==> config.mk <==
export PLATFORM = sky130hd
export DESIGN_NAME = ldpc_llr_row_loader
export DESIGN_NICKNAME = d
export VERILOG_FILES = /design/src/rtl/ldpc_llr_row_loader.sv
export SDC_FILE = /design/constraint.sdc
export NUM_CORES = 1
export LEC_CHECK = 0
export CORE_ASPECT_RATIO = 1.25
export CORE_MARGIN = 5
export CORE_UTILIZATION = 55
export CTS_BUF_LIST = sky130_fd_sc_hd__clkbuf_16
export CTS_CLUSTER_DIAMETER = 80
export DETAILED_ROUTE_END_ITERATION = 8
export PLACE_DENSITY = 0.84
export SETUP_SLACK_MARGIN = 0.15
export SYNTH_ARGS = -nofsm -noshare
export SYNTH_HDL_FRONTEND = slang
export SYNTH_SLANG_ARGS = --single-unit
==> constraint.sdc <==
create_clock -name clk -period 4.25 [get_ports clk]
set_input_delay 1.275 -clock clk [delete_from_list [all_inputs] [get_ports clk]]
set_output_delay 1.275 -clock clk [all_outputs]
set_load 0.005 [all_outputs]
==> src/rtl/ldpc_llr_row_loader.sv <==
// ldpc_llr_row_loader: packs serial two's-complement LLRs into double-buffered sign-magnitude rows
module ldpc_llr_row_loader #(
  parameter int LLR_WIDTH  = 8,
  parameter int ROW_WEIGHT = 24
) (
  input  logic                            clk,
  input  logic                            rst_n,
  input  logic                            s_valid,
  output logic                            s_ready,
  input  logic [LLR_WIDTH-1:0]            s_data,
  input  logic                            s_last,
  output logic                            row_valid,
  input  logic                            row_ready,
  output logic [LLR_WIDTH*ROW_WEIGHT-1:0] row_llr,
  output logic                            err_len
);
  localparam int IW = $clog2(ROW_WEIGHT);
  localparam logic [IW-1:0] LAST = IW'(ROW_WEIGHT - 1);
  typedef enum logic [1:0] {EMPTY, ONE, TWO} state_t;
  state_t state, state_nxt;
  logic [IW-1:0] idx;
  logic wr_ptr, rd_ptr;
  logic [LLR_WIDTH-1:0] bank [2][ROW_WEIGHT];
  logic [LLR_WIDTH-1:0] neg, sm;
  logic acc, at_last, done, pop;
  assign acc = s_valid && s_ready;
  assign at_last = idx == LAST;
  assign done = acc && at_last && s_last;
  assign pop = row_valid && row_ready;
  assign neg = -s_data;
  // negating the most negative value wraps back to itself, so its MSB flags saturation
  assign sm = !s_data[LLR_WIDTH-1] ? s_data : (neg[LLR_WIDTH-1] ? '1 : {1'b1, neg[LLR_WIDTH-2:0]});
  always_ff @(posedge clk)
    if (!rst_n) state <= EMPTY;
    else state <= state_nxt;
  always_comb begin
    state_nxt = state;
    if (done && !pop) state_nxt = (state == EMPTY) ? ONE : TWO;
    else if (pop && !done) state_nxt = (state == TWO) ? ONE : EMPTY;
  end
  always_comb row_valid = state != EMPTY;
  always_ff @(posedge clk)
    if (!rst_n) begin
      s_ready <= 1'b0;
      idx <= '0;
      wr_ptr <= 1'b0;
      rd_ptr <= 1'b0;
      err_len <= 1'b0;
    end else begin
      s_ready <= state_nxt != TWO;
      if (acc) idx <= (s_last || at_last) ? '0 : idx + 1'b1;
      if (acc && (s_last != at_last)) err_len <= 1'b1;
      if (done) wr_ptr <= !wr_ptr;
      if (pop) rd_ptr <= !rd_ptr;
    end
  // a framing error only rewinds idx; stale lanes are overwritten by the next row
  always_ff @(posedge clk)
    if (!rst_n) begin
      for (int b = 0; b < 2; b++)
        for (int k = 0; k < ROW_WEIGHT; k++)
          bank[b][k] <= '0;
    end else if (acc) bank[wr_ptr][idx] <= sm;
  for (genvar k = 0; k < ROW_WEIGHT; k++) begin : g_lane
    assign row_llr[k*LLR_WIDTH +: LLR_WIDTH] = bank[rd_ptr][k];
  end
endmodule

**After elaboration in Yosys (flattened, before gate mapping)**

Memories as Yosys holds them, arrays and structs flattened. A register that Yosys moved wholly into a read port is not among the register bits.
Index checks and enable logic that the tools add are counted.

- Bits in registers: 11
- Latch bits: 0
- Memory bits (writable): 384
- ROM bits: 0
- Input port bits: 13
- Output and inout bits: 195
- Word-level logic and storage cells: 50
- Memories kept: 1

Memory list:

| name | words | width | read ports | clocked after memory_dff | write ports | RTL line | RTL |
|---|---|---|---|---|---|---|---|
| bank | 2 | 192 | 1 | 1 | 2 | 23 | `logic [LLR_WIDTH-1:0] bank [2][ROW_WEIGHT];` |

- Add/sub/neg operators: 2
- $mul: 0
- Div/mod/pow operators: 0
- Order comparisons: 2
- Equality and inequality tests: 4
- Shift operators: 0
- Mux-type cells: 18
- Bitwise gates (word level): 1
- Reduce and logical (&&, ||, !) cells: 16

Operator list:

| kind | count |
|---|---|
| $mux W192 | 3 |
| $reduce_or A192 Y1 | 1 |
| $demux W8 S5 | 1 |
| $mux W8 | 2 |
| $logic_and A1 B1 Y1 | 8 |
| $neg A8 Y8 | 1 |
| $mux W1 | 7 |
| $mux W7 | 1 |
| $ge A6 B6 Y1 const B | 1 |
| $lt A6 B1 Y1 const B | 1 |
| $mux W2 | 3 |
| $not A5 Y6 | 1 |
| $add A5 B1 Y5 const B | 1 |
| $eq A5 B5 Y1 const B | 1 |
| $mux W5 | 1 |
| $logic_not A1 Y1 | 4 |
| $eq A2 B2 Y1 const B | 1 |
| $logic_not A2 Y1 | 1 |
| $ne A2 B2 Y1 const B | 1 |
| $reduce_bool A2 Y1 | 1 |
| $logic_or A1 B1 Y1 | 1 |
| $ne A1 B1 Y1 | 1 |

**Depth between registers and ports, before layout**

Gate-level depths: netlist of the first run.

- Depth in word-level cells: 8
- Mapped depth: 8
- Mapped depth without buffers: 7

**Worst setup path after synthesis of the first run**

Ideal clock, no wire load.

- Path type: input port to flip-flop
- Start: input s_data[1]
- End: memory bank[1][105] in the netlist's numbering, data pin
- Library setup time: 0.309 ns
- Arrival time: 3.110 ns
- Data required time: 3.941 ns
- Setup slack: 0.830 ns
- Stages: 6
- Path buffers: 1
- Cells stage by stage: or3_4 -> or3_4 -> nor3_4 -> o22ai_2 -> buf_6 -> nor2_1

RTL lines:

| element | RTL line | RTL |
|---|---|---|
| from (decl) | 10 | `input logic [LLR_WIDTH-1:0] s_data,` |
| to (decl) | 23 |  |

==> results of run 1 <==
==> logic make-up (layout without fill, tap and decap cells) <==
family | after synthesis | count (layout) | synth area share (%)
and+or+nand+nor | 340 | 340 | 8.85
other | 0 | 1 | 0
adders and majority gates | 6 | 6 | 0.466
muxes | 193 | 193 | 13.5
AOI/OAI and AO/OA | 53 | 53 | 2.08
DFF | 396 | 396 | 73.1
buffers and inverters | 58 | 331 | 1.69
xor gates and xnor gates | 5 | 5 | 0.272
==> power groups by stage <==
stage / registers [mW] / logic, mW / clock network (mW)
after floorplan: 4.56 / 0.228 / 0
after global placement: 4.58 / 0.521 / 0
after detailed placement: 4.59 / 0.531 / 0
after CTS: 4.51 / 0.535 / 3.26
after global routing: 4.52 / 0.563 / 3.44
final: 4.50 / 0.536 / 3.25
==> stage by stage <==
stage / total power [mW] / setup WS [ns] / std cells / hold WS, ns / util (%)
2_1_floorplan: 4.79 / 0.830 / 1051 / 0.482 / -
3_3_place_gp: 5.10 / 0.262 / 1657 / 0.498 / 64.9
3_5_place_dp: 5.12 / 0.217 / 1657 / 0.535 / 64.9
4_1_cts: 8.30 / 0.638 / 1720 / 0.545 / 69.0
5_1_grt: 8.52 / 0.587 / 1721 / 0.593 / 69.0
6_report: 8.29 / 0.664 / 1721 / 0.548 / 69.0
==> per-layer routing <==
metal	up-vias	track usage (%)	routed length [um]
li1	4340	-	-
met2	687	43.5	21500
met3	122	5.12	4550
met4	0	8.48	1540
met1	4916	33.3	14700
met5	-	0	0
==> cells in the final DEF, fill, tap and decap left out, types with 2 or more instances in the layout <==
| master | count |
|---|---|
| nor3_1 | 4 |
| or3b_2 | 3 |
| nor2b_1 | 2 |
| o21a_1 | 2 |
| ha_1 | 6 |
| o22ai_2 | 3 |
| inv_1 | 10 |
| or2_2 | 2 |
| nand2_1 | 68 |
| or3_1 | 3 |
| clkinv_1 | 4 |
| mux2_2 | 193 |
| nand3_1 | 15 |
| bufinv_16 | 4 |
| a21oi_1 | 7 |
| nor3b_1 | 3 |
| clkdlybuf4s50_1 | 206 |
| and3_1 | 2 |
| a21boi_0 | 2 |
| clkinv_4 | 3 |
| nor4_1 | 2 |
| clkbuf_16 | 37 |
| nor2_1 | 211 |
| buf_12 | 2 |
| edfxtp_1 | 384 |
| a31oi_1 | 2 |
| or3_4 | 2 |
| and2_1 | 6 |
| nand4_1 | 4 |
| xnor2_1 | 5 |
| o21ai_0 | 28 |
| nor2_2 | 8 |
| dfxtp_1 | 11 |
| o211a_1 | 2 |
| clkinv_2 | 5 |
| clkinvlp_4 | 5 |
| buf_4 | 53 |
==> final timing paths <==
| check | startpoint | end | slack, ns |
|---|---|---|---|
| min | idx[1]$_SDFFE_PN0N_ | idx[1]$_SDFFE_PN0N_ | 0.55 |
| min reg2reg | idx[1]$_SDFFE_PN0N_ | idx[1]$_SDFFE_PN0N_ | 0.55 |
| max reg2reg | idx[4]$_SDFFE_PN0N_ | bank[1][187]$_SDFFCE_PN0P_ | 1.48 |
| max | register | row_llr[160] | 0.66 |
==> cell type report <==
| cell class | count | area (um2) |
|---|---|---|
| antenna | 1 | 2.50 |
| clock buffer | 37 | 926 |
| clock inverter | 26 | 248 |
| fill | 1910 | 9020 |
| inverter | 6 | 22.5 |
| multi-input combinational | 597 | 4090 |
| sequential | 396 | 11800 |
| tap | 396 | 495 |
| timing repair buffer | 262 | 2500 |
==> worst max-delay path: stages, from the launching register on <==
cell,delay (ns)
dfxtp_4,0.37
buf_12,0.47
mux2_2,0.44
clkdlybuf4s50_1,0.45
==> sequential cells by signal, indices dropped and copies added, names as in the netlist, named ones only <==
register,cells
bank,384
s_ready,1
wr_ptr,1
state,2
idx,5
rd_ptr,1
err_len,1
==> impl_metrics.ini, run 1 <==
[status]
outcome = complete, no violations

[worst_setup_path]
path_class = register to output pin
arrival_ns = 2.31
cp-start-kind = register
endpoint_kind = output pin
worstRegToRegCells = 3
path_max_fanout = 112
cp.required_ns = 2.97

[die]
fp-row-count = 70
die_x_um = 163
dieArea_mm2 = 0.0328
core_area_mm2 = 0.0291
die_h_um = 201
initial_core_util_pct = 55.4
ioPinCount = 208

[place]
place_area_mm2 = 0.0189
dp_hpwl_um = 27500
gp_routability_congestion = 0.930
port_buffers = 207

[sta]
tns_ns = 0
final.period_utilization_pct = 84.4
report.final.hold_viol_count = 0
setup_violations = 0
rsz0062_at_grt = no
clock_skew_ns = 0.0152
relSlewSlack_pct = 34.4
fmaxAchievable_mhz = 279
worstMarginPinSlew_ns = 0.983
timing_max_transition_violations_final = 0
fin_crit_ns = 3.59

[grt]
first_global_vias = 10347
antenna_found_initial = 1
gr-total-overflow = 0
grt_max_degree = 113
track_usage_pct = 25.6
grt_pass1_wl_um = 63100

[cts]
cts_setup_buffers = 0
numCtsBuffers = 36
cts-root-buf = clkbuf_16
hold_buffers = 0
insertion_delay_ns = 0.52
post_cts_resized = 0
clkSinkCount = 396
htreeDepth = 2
cts_tree = done
clk_pin_slew_ns = 0.07
cts_buffer_depth = 3

[route]
first_iter_violations = 1258
avgRoutedWirePerCell_um = 24.6
vias = 10065
avgViaCountPerCell = 5.85
route.detailed.drc = 0
ant_nets = 0
dr.pass1.iters = 7
routed_wl_um = 42300

[layout]
fin_area_mm2 = 0.0201
layout-area-overhead-vs-synth_pct = 24.6
nets = 1318
drive_gt1_share_pct = 24.9

[flow_run]
max_cap_viol_count = 0

[synth]
synth_edf_count = 384
synth-async-reset-ratio_pct = 0
ys.flop_type = edfxtp_1
yosysMostFrequentCell = edfxtp_1
syn_area_per_cell_um2 = 15.3
seq_area_frac_synth_pct = 73.1
yosys_warnings = 0
syn-cell-area_mm2 = 0.0161
synth.area.top_cells = edfxtp_1 72%, mux2_2 14%, nor2_1 5.1%
synthCells = 1051
synthTopCellsByCount = 384 x edfxtp_1, 219 x nor2_1, 193 x mux2_2
synthesis.nets = 1070
ys_ff_latch = 396
synth_largest_area_cell = edfxtp_1
synth_top_area_share_pct = 71.6
ys_types = 41

[power_and_ir_drop]
combPwrFrac_pct = 6.5
p_int_mw = 6.52
leakage_nw = 7.38
seqPwrFrac_pct = 54.3
power_frac_clock_pct = 39.2
switching_share_pct = 21.4
ir_drop_uv = 266
power.density_mw_per_mm2 = 413
switchingPower_mw = 1.77

[hold_path]
holdPathStages = 2
hold_path.class = register to register
(Power assumes the default switching activity.)
==> run 2, diff against run 1 <==
- clock period: 4.25 -> 3.3 ns (I/O delays scaled with it)
==> impl_metrics.ini, run 2 (synthesis gave the netlist of run 1 again) <==
[sta]
final.period_utilization_pct = 96.0
fin_crit_ns = 3.17
setup_violations = 0
worstMarginPinSlew_ns = 1.06
report.final.hold_viol_count = 0
hold_slack_ns = 0.540
timing_max_transition_violations_final = 0
fmaxAchievable_mhz = 316
clock_skew_ns = 0.0128
relSlewSlack_pct = 29.0
rsz0062_at_grt = yes

[cts]
clkSinkCount = 396
cts-root-buf = clkbuf_16
insertion_delay_ns = 0.51
cts_buffer_depth = 3
hold_buffers = 0
htreeDepth = 2
cts_tree = done
clk_pin_slew_ns = 0.07
numCtsBuffers = 36

[route]
route.detailed.drc = 0
first_iter_violations = 993
ant_nets = 0
dr.pass1.iters = 5
vias = 10239
avgRoutedWirePerCell_um = 23.7
avgViaCountPerCell = 5.77
routed_wl_um = 42100

[grt]
gr-total-overflow = 0
track_usage_pct = 25.4
first_global_vias = 10714
antenna_found_initial = 1
grt_pass1_wl_um = 63300
grt_max_degree = 44

[place]
port_buffers = 207
gp_routability_congestion = 0.933
dp_hpwl_um = 28400
dp.cells = 1712
place_area_mm2 = 0.0194

[layout]
stdcell_count = 1775
drive_gt1_share_pct = 27.1
insertedDiodeCount = 0
final_util_pct = 70.5
largest_register_ffs = 384
nFillCells = 1831
layout-area-overhead-vs-synth_pct = 27.4
largestRegisters = bank (384), idx (5), state (2)
final_cell_mix = 384 x edfxtp_1, 211 x nor2_1, 206 x clkdlybuf4s50_1
fin_area_mm2 = 0.0205
layout_commonest_cell = edfxtp_1
largest_register = bank
nets = 1375

[worst_setup_path]
arrival_ns = 2.18
endpoint_kind = output pin
cp_slowest_stage_delay_ns = 0.49
slowest_stage = dfxtp_4
cp_cell_sequence = buf_4 -> mux2_2 -> clkdlybuf4s50_1
path_class = register to output pin
cp-start-kind = register
r2r_start = idx[0]$_SDFFE_PN0N_
cp.required_ns = 2.31
critPathTopFamily = buffers and inverters
worst-path-buf-inv = 2
path_max_fanout = 18

[status]
outcome = complete, no violations

[power_and_ir_drop]
ir_drop_uv = 451
power_mw = 10.3
leakage_nw = 7.65
power.density_mw_per_mm2 = 503

[die]
die_h_um = 201
initial_core_util_pct = 55.4
fp-row-count = 70
die_x_um = 163
core_area_mm2 = 0.0291
ioPinCount = 208
dieArea_mm2 = 0.0328

[hold_path]
hold_path.class = register to register
hold_path.startpoint = idx[1]$_SDFFE_PN0N_

[flow_run]
max_cap_viol_count = 0
[run 2: cell count changes in the layout (fill, tap and decap cells not counted), sizes merged]
cell      delta
diode        -1
bufinv       -4
clkinvlp     -5
inv          +5
buf         +57
clkinv       +1
clkbuf       +1
[run 2: final timing paths]
path | endpoint | slack, ns | depth (start not counted)
setup / recovery | row_llr[111] | 0.13 | 3
setup reg to reg | bank[1][95]$_DFFE_PP_ | 0.69 | 7
hold / removal | idx[1]$_SDFFE_PN0N_ | 0.54 | 2
hold reg to reg | idx[1]$_SDFFE_PN0N_ | 0.54 | 2
[run 2: layer usage]
layer | global-route usage (%) | part of all wire [%] | routed length (um)
met1 | 32.0 | 35 | 14900
met2 | 44.2 | 52 | 21800
met3 | 4.71 | 9.1 | 3820
met4 | 8.84 | 3.7 | 1570
met5 | 0 | 0.017 | 7
[run 2: final cells by class]
class	count	area [um2]	area share [%]
clock inverters	23	95.1	0.464
well taps	396	495	2.42
repair buffers	319	3070	15.0
flip-flops and latches	396	11800	57.4
clock buffers	38	951	4.64
multi-input cells	597	4090	20.0
inverters	6	22.5	0.110
[run 2: stage by stage]
stage,worst slack (ns),TNS (ns)
after floorplan,0.165,0
after global placement,-0.333,-8.32
after detailed placement,-0.411,-28.22
after CTS,0.137,0
after global routing,0.0896,0
final,0.133,0
[run 2: timing repair]
item | CTS | global route
resized for setup | 2 | 1
endpoints found under the setup margin | 197 | 71
setup buffers | 2 | 0
[run 2: worst register-to-register path, cell delays in order (launching register included)]
cell and delay, ns:
dfxtp_1 0.35, inv_1 0.14, ha_1 0.32, nand4_1 0.16
a21oi_1 0.18, o31a_1 0.18, a211oi_2 0.09, nor2_2 0.82
[run 2: power by group]
group / internal, mW / switching [mW] / total [mW]
clock network: 2.07 / 1.72 / 3.79
registers: 5.74 / 0.0620 / 5.80
logic: 0.319 / 0.407 / 0.727
total: 8.13 / 2.19 / 10.3
==> run 3, diff against run 2 <==
- CORE_ASPECT_RATIO: 1.25 -> default
- CTS_CLUSTER_DIAMETER: 80 -> 150
==> impl_metrics.ini, run 3 (synthesis gave the netlist of run 1 again) <==
[status]
outcome = complete, no violations

[power_and_ir_drop]
power.density_mw_per_mm2 = 526
p_int_mw = 8.61
switching_share_pct = 21.0
switchingPower_mw = 2.29
seqPwrFrac_pct = 53.3
power_frac_clock_pct = 40.1
power_mw = 10.9
leakage_nw = 7.76
ir_drop_uv = 345
combPwrFrac_pct = 6.7

[cts]
hold_buffers = 0
htreeDepth = 2
clkSinkCount = 396
cts_tree = done
cts-root-buf = clkbuf_16
numCtsBuffers = 38
insertion_delay_ns = 0.53
clk_pin_slew_ns = 0.06
cts_buffer_depth = 3

[hold_path]
hold_path.startpoint = state[1]$_SDFF_PN0_
hold_path.class = register to register
hold_end = state[1]$_SDFF_PN0_
holdPathStages = 2

[route]
dr.pass1.iters = 6
avgRoutedWirePerCell_um = 24.8
vias = 10446
routed_wl_um = 44000
first_iter_violations = 1225
avgViaCountPerCell = 5.89
route.detailed.drc = 0
ant_nets = 0

[layout]
largest_register = bank
fin_area_mm2 = 0.0207
layout_commonest_cell = edfxtp_1
drive_gt1_share_pct = 28.1
final_cell_mix = 384 x edfxtp_1, 211 x nor2_1, 206 x clkdlybuf4s50_1
stdcell_count = 1774
nFillCells = 1685
nets = 1381
layout-area-overhead-vs-synth_pct = 28.6
largestRegisters = bank (384), idx (5), state (2)
largest_register_ffs = 384
insertedDiodeCount = 0

[sta]
report.final.hold_viol_count = 0
hold_slack_ns = 0.540
fmaxAchievable_mhz = 317
worstMarginPinSlew_ns = 1.05
rsz0062_at_grt = yes
clock_skew_ns = 0.0190
fin_crit_ns = 3.16
timing_max_transition_violations_final = 0
tns_ns = 0
setup_violations = 0
relSlewSlack_pct = 29.9
final.period_utilization_pct = 95.7

[flow_run]
max_cap_viol_count = 0

[place]
port_buffers = 207
dp.cells = 1700
gp_routability_congestion = 0.913
dp_hpwl_um = 28900
place_area_mm2 = 0.0193

[grt]
gr-total-overflow = 0
track_usage_pct = 26.1
antenna_found_initial = 1
grt_pass1_wl_um = 65900
first_global_vias = 10756
grt_max_degree = 57

[die]
core_area_mm2 = 0.0288
die_x_um = 181
ioPinCount = 208
fp-row-count = 62
dieArea_mm2 = 0.0328
initial_core_util_pct = 55.9
die_h_um = 181

[worst_setup_path]
cp.required_ns = 2.31
ff2ff_setup_slack_ns = 0.62
worstRegToRegCells = 8
cp-start-kind = register
r2r_start = idx[0]$_SDFFE_PN0N_
arrival_ns = 2.17
endpoint_kind = output pin
r2r-end = bank[1][119]$_DFFE_PP_
path_max_fanout = 10
path_class = register to output pin
-- run 3: power by group through the flow --
stage                     sequential [mW]  combinational [mW]  clock (mW)
after floorplan                      5.88               0.293           0
after global placement               5.89               0.705           0
after detailed placement             5.91               0.717           0
after CTS                            5.80               0.724        4.38
after global routing                 5.82               0.764        4.60
final                                5.80               0.728        4.36
-- run 3: through the flow --
step	setup WS (ns)	util, %
final	0.143	71.9
after global routing	0.110	71.9
after CTS	0.151	71.6
after detailed placement	-0.456	67.1
after global placement	-0.320	67.1
after floorplan	0.165	-
-- run 3: worst max path at each step --
stage	end	slack (ns)
after floorplan	bank[1][105]$_DFFE_PP_	0.17
after global placement	bank[1][102]$_DFFE_PP_	-0.32
after detailed placement	bank[1][30]$_DFFE_PP_	-0.46
after CTS	row_llr[43]	0.15
after global routing	row_llr[143]	0.11
final	row_llr[143]	0.14
-- run 3: timing repair --
action / in CTS / in global routing
setup endpoints to repair: 206 / 79
gates cloned: 0 / 3
endpoints found under the hold margin: 0 / 0
setup buffers: 3 / 0
gates resized for setup: 2 / 2
-- run 3: cell type report --
cell class                 instances  area, um2  area share [%]
multi-input combinational        597       4090            19.8
inverter                           6       22.5           0.109
sequential                       396      11800            56.9
tap                              384        480            2.32
clock inverter                    27        233            1.12
clock buffer                      41       1030            4.96
timing repair buffer             323       3070            14.8
-- run 3: layer usage --
metal,vias up,wire [um],global-route usage [%]
met5,-,14,0
met4,2,1360,7.66
met3,98,4770,6.58
met2,726,21400,42.5
met1,5145,16500,35.4
li1,4475,-,-
-- run 3: critical path, cell delays in order, from the launching register on --
cell and delay (ns):
dfxtp_4 0.36, buf_4 0.21, buf_4 0.23, mux2_2 0.38, clkdlybuf4s50_1 0.46
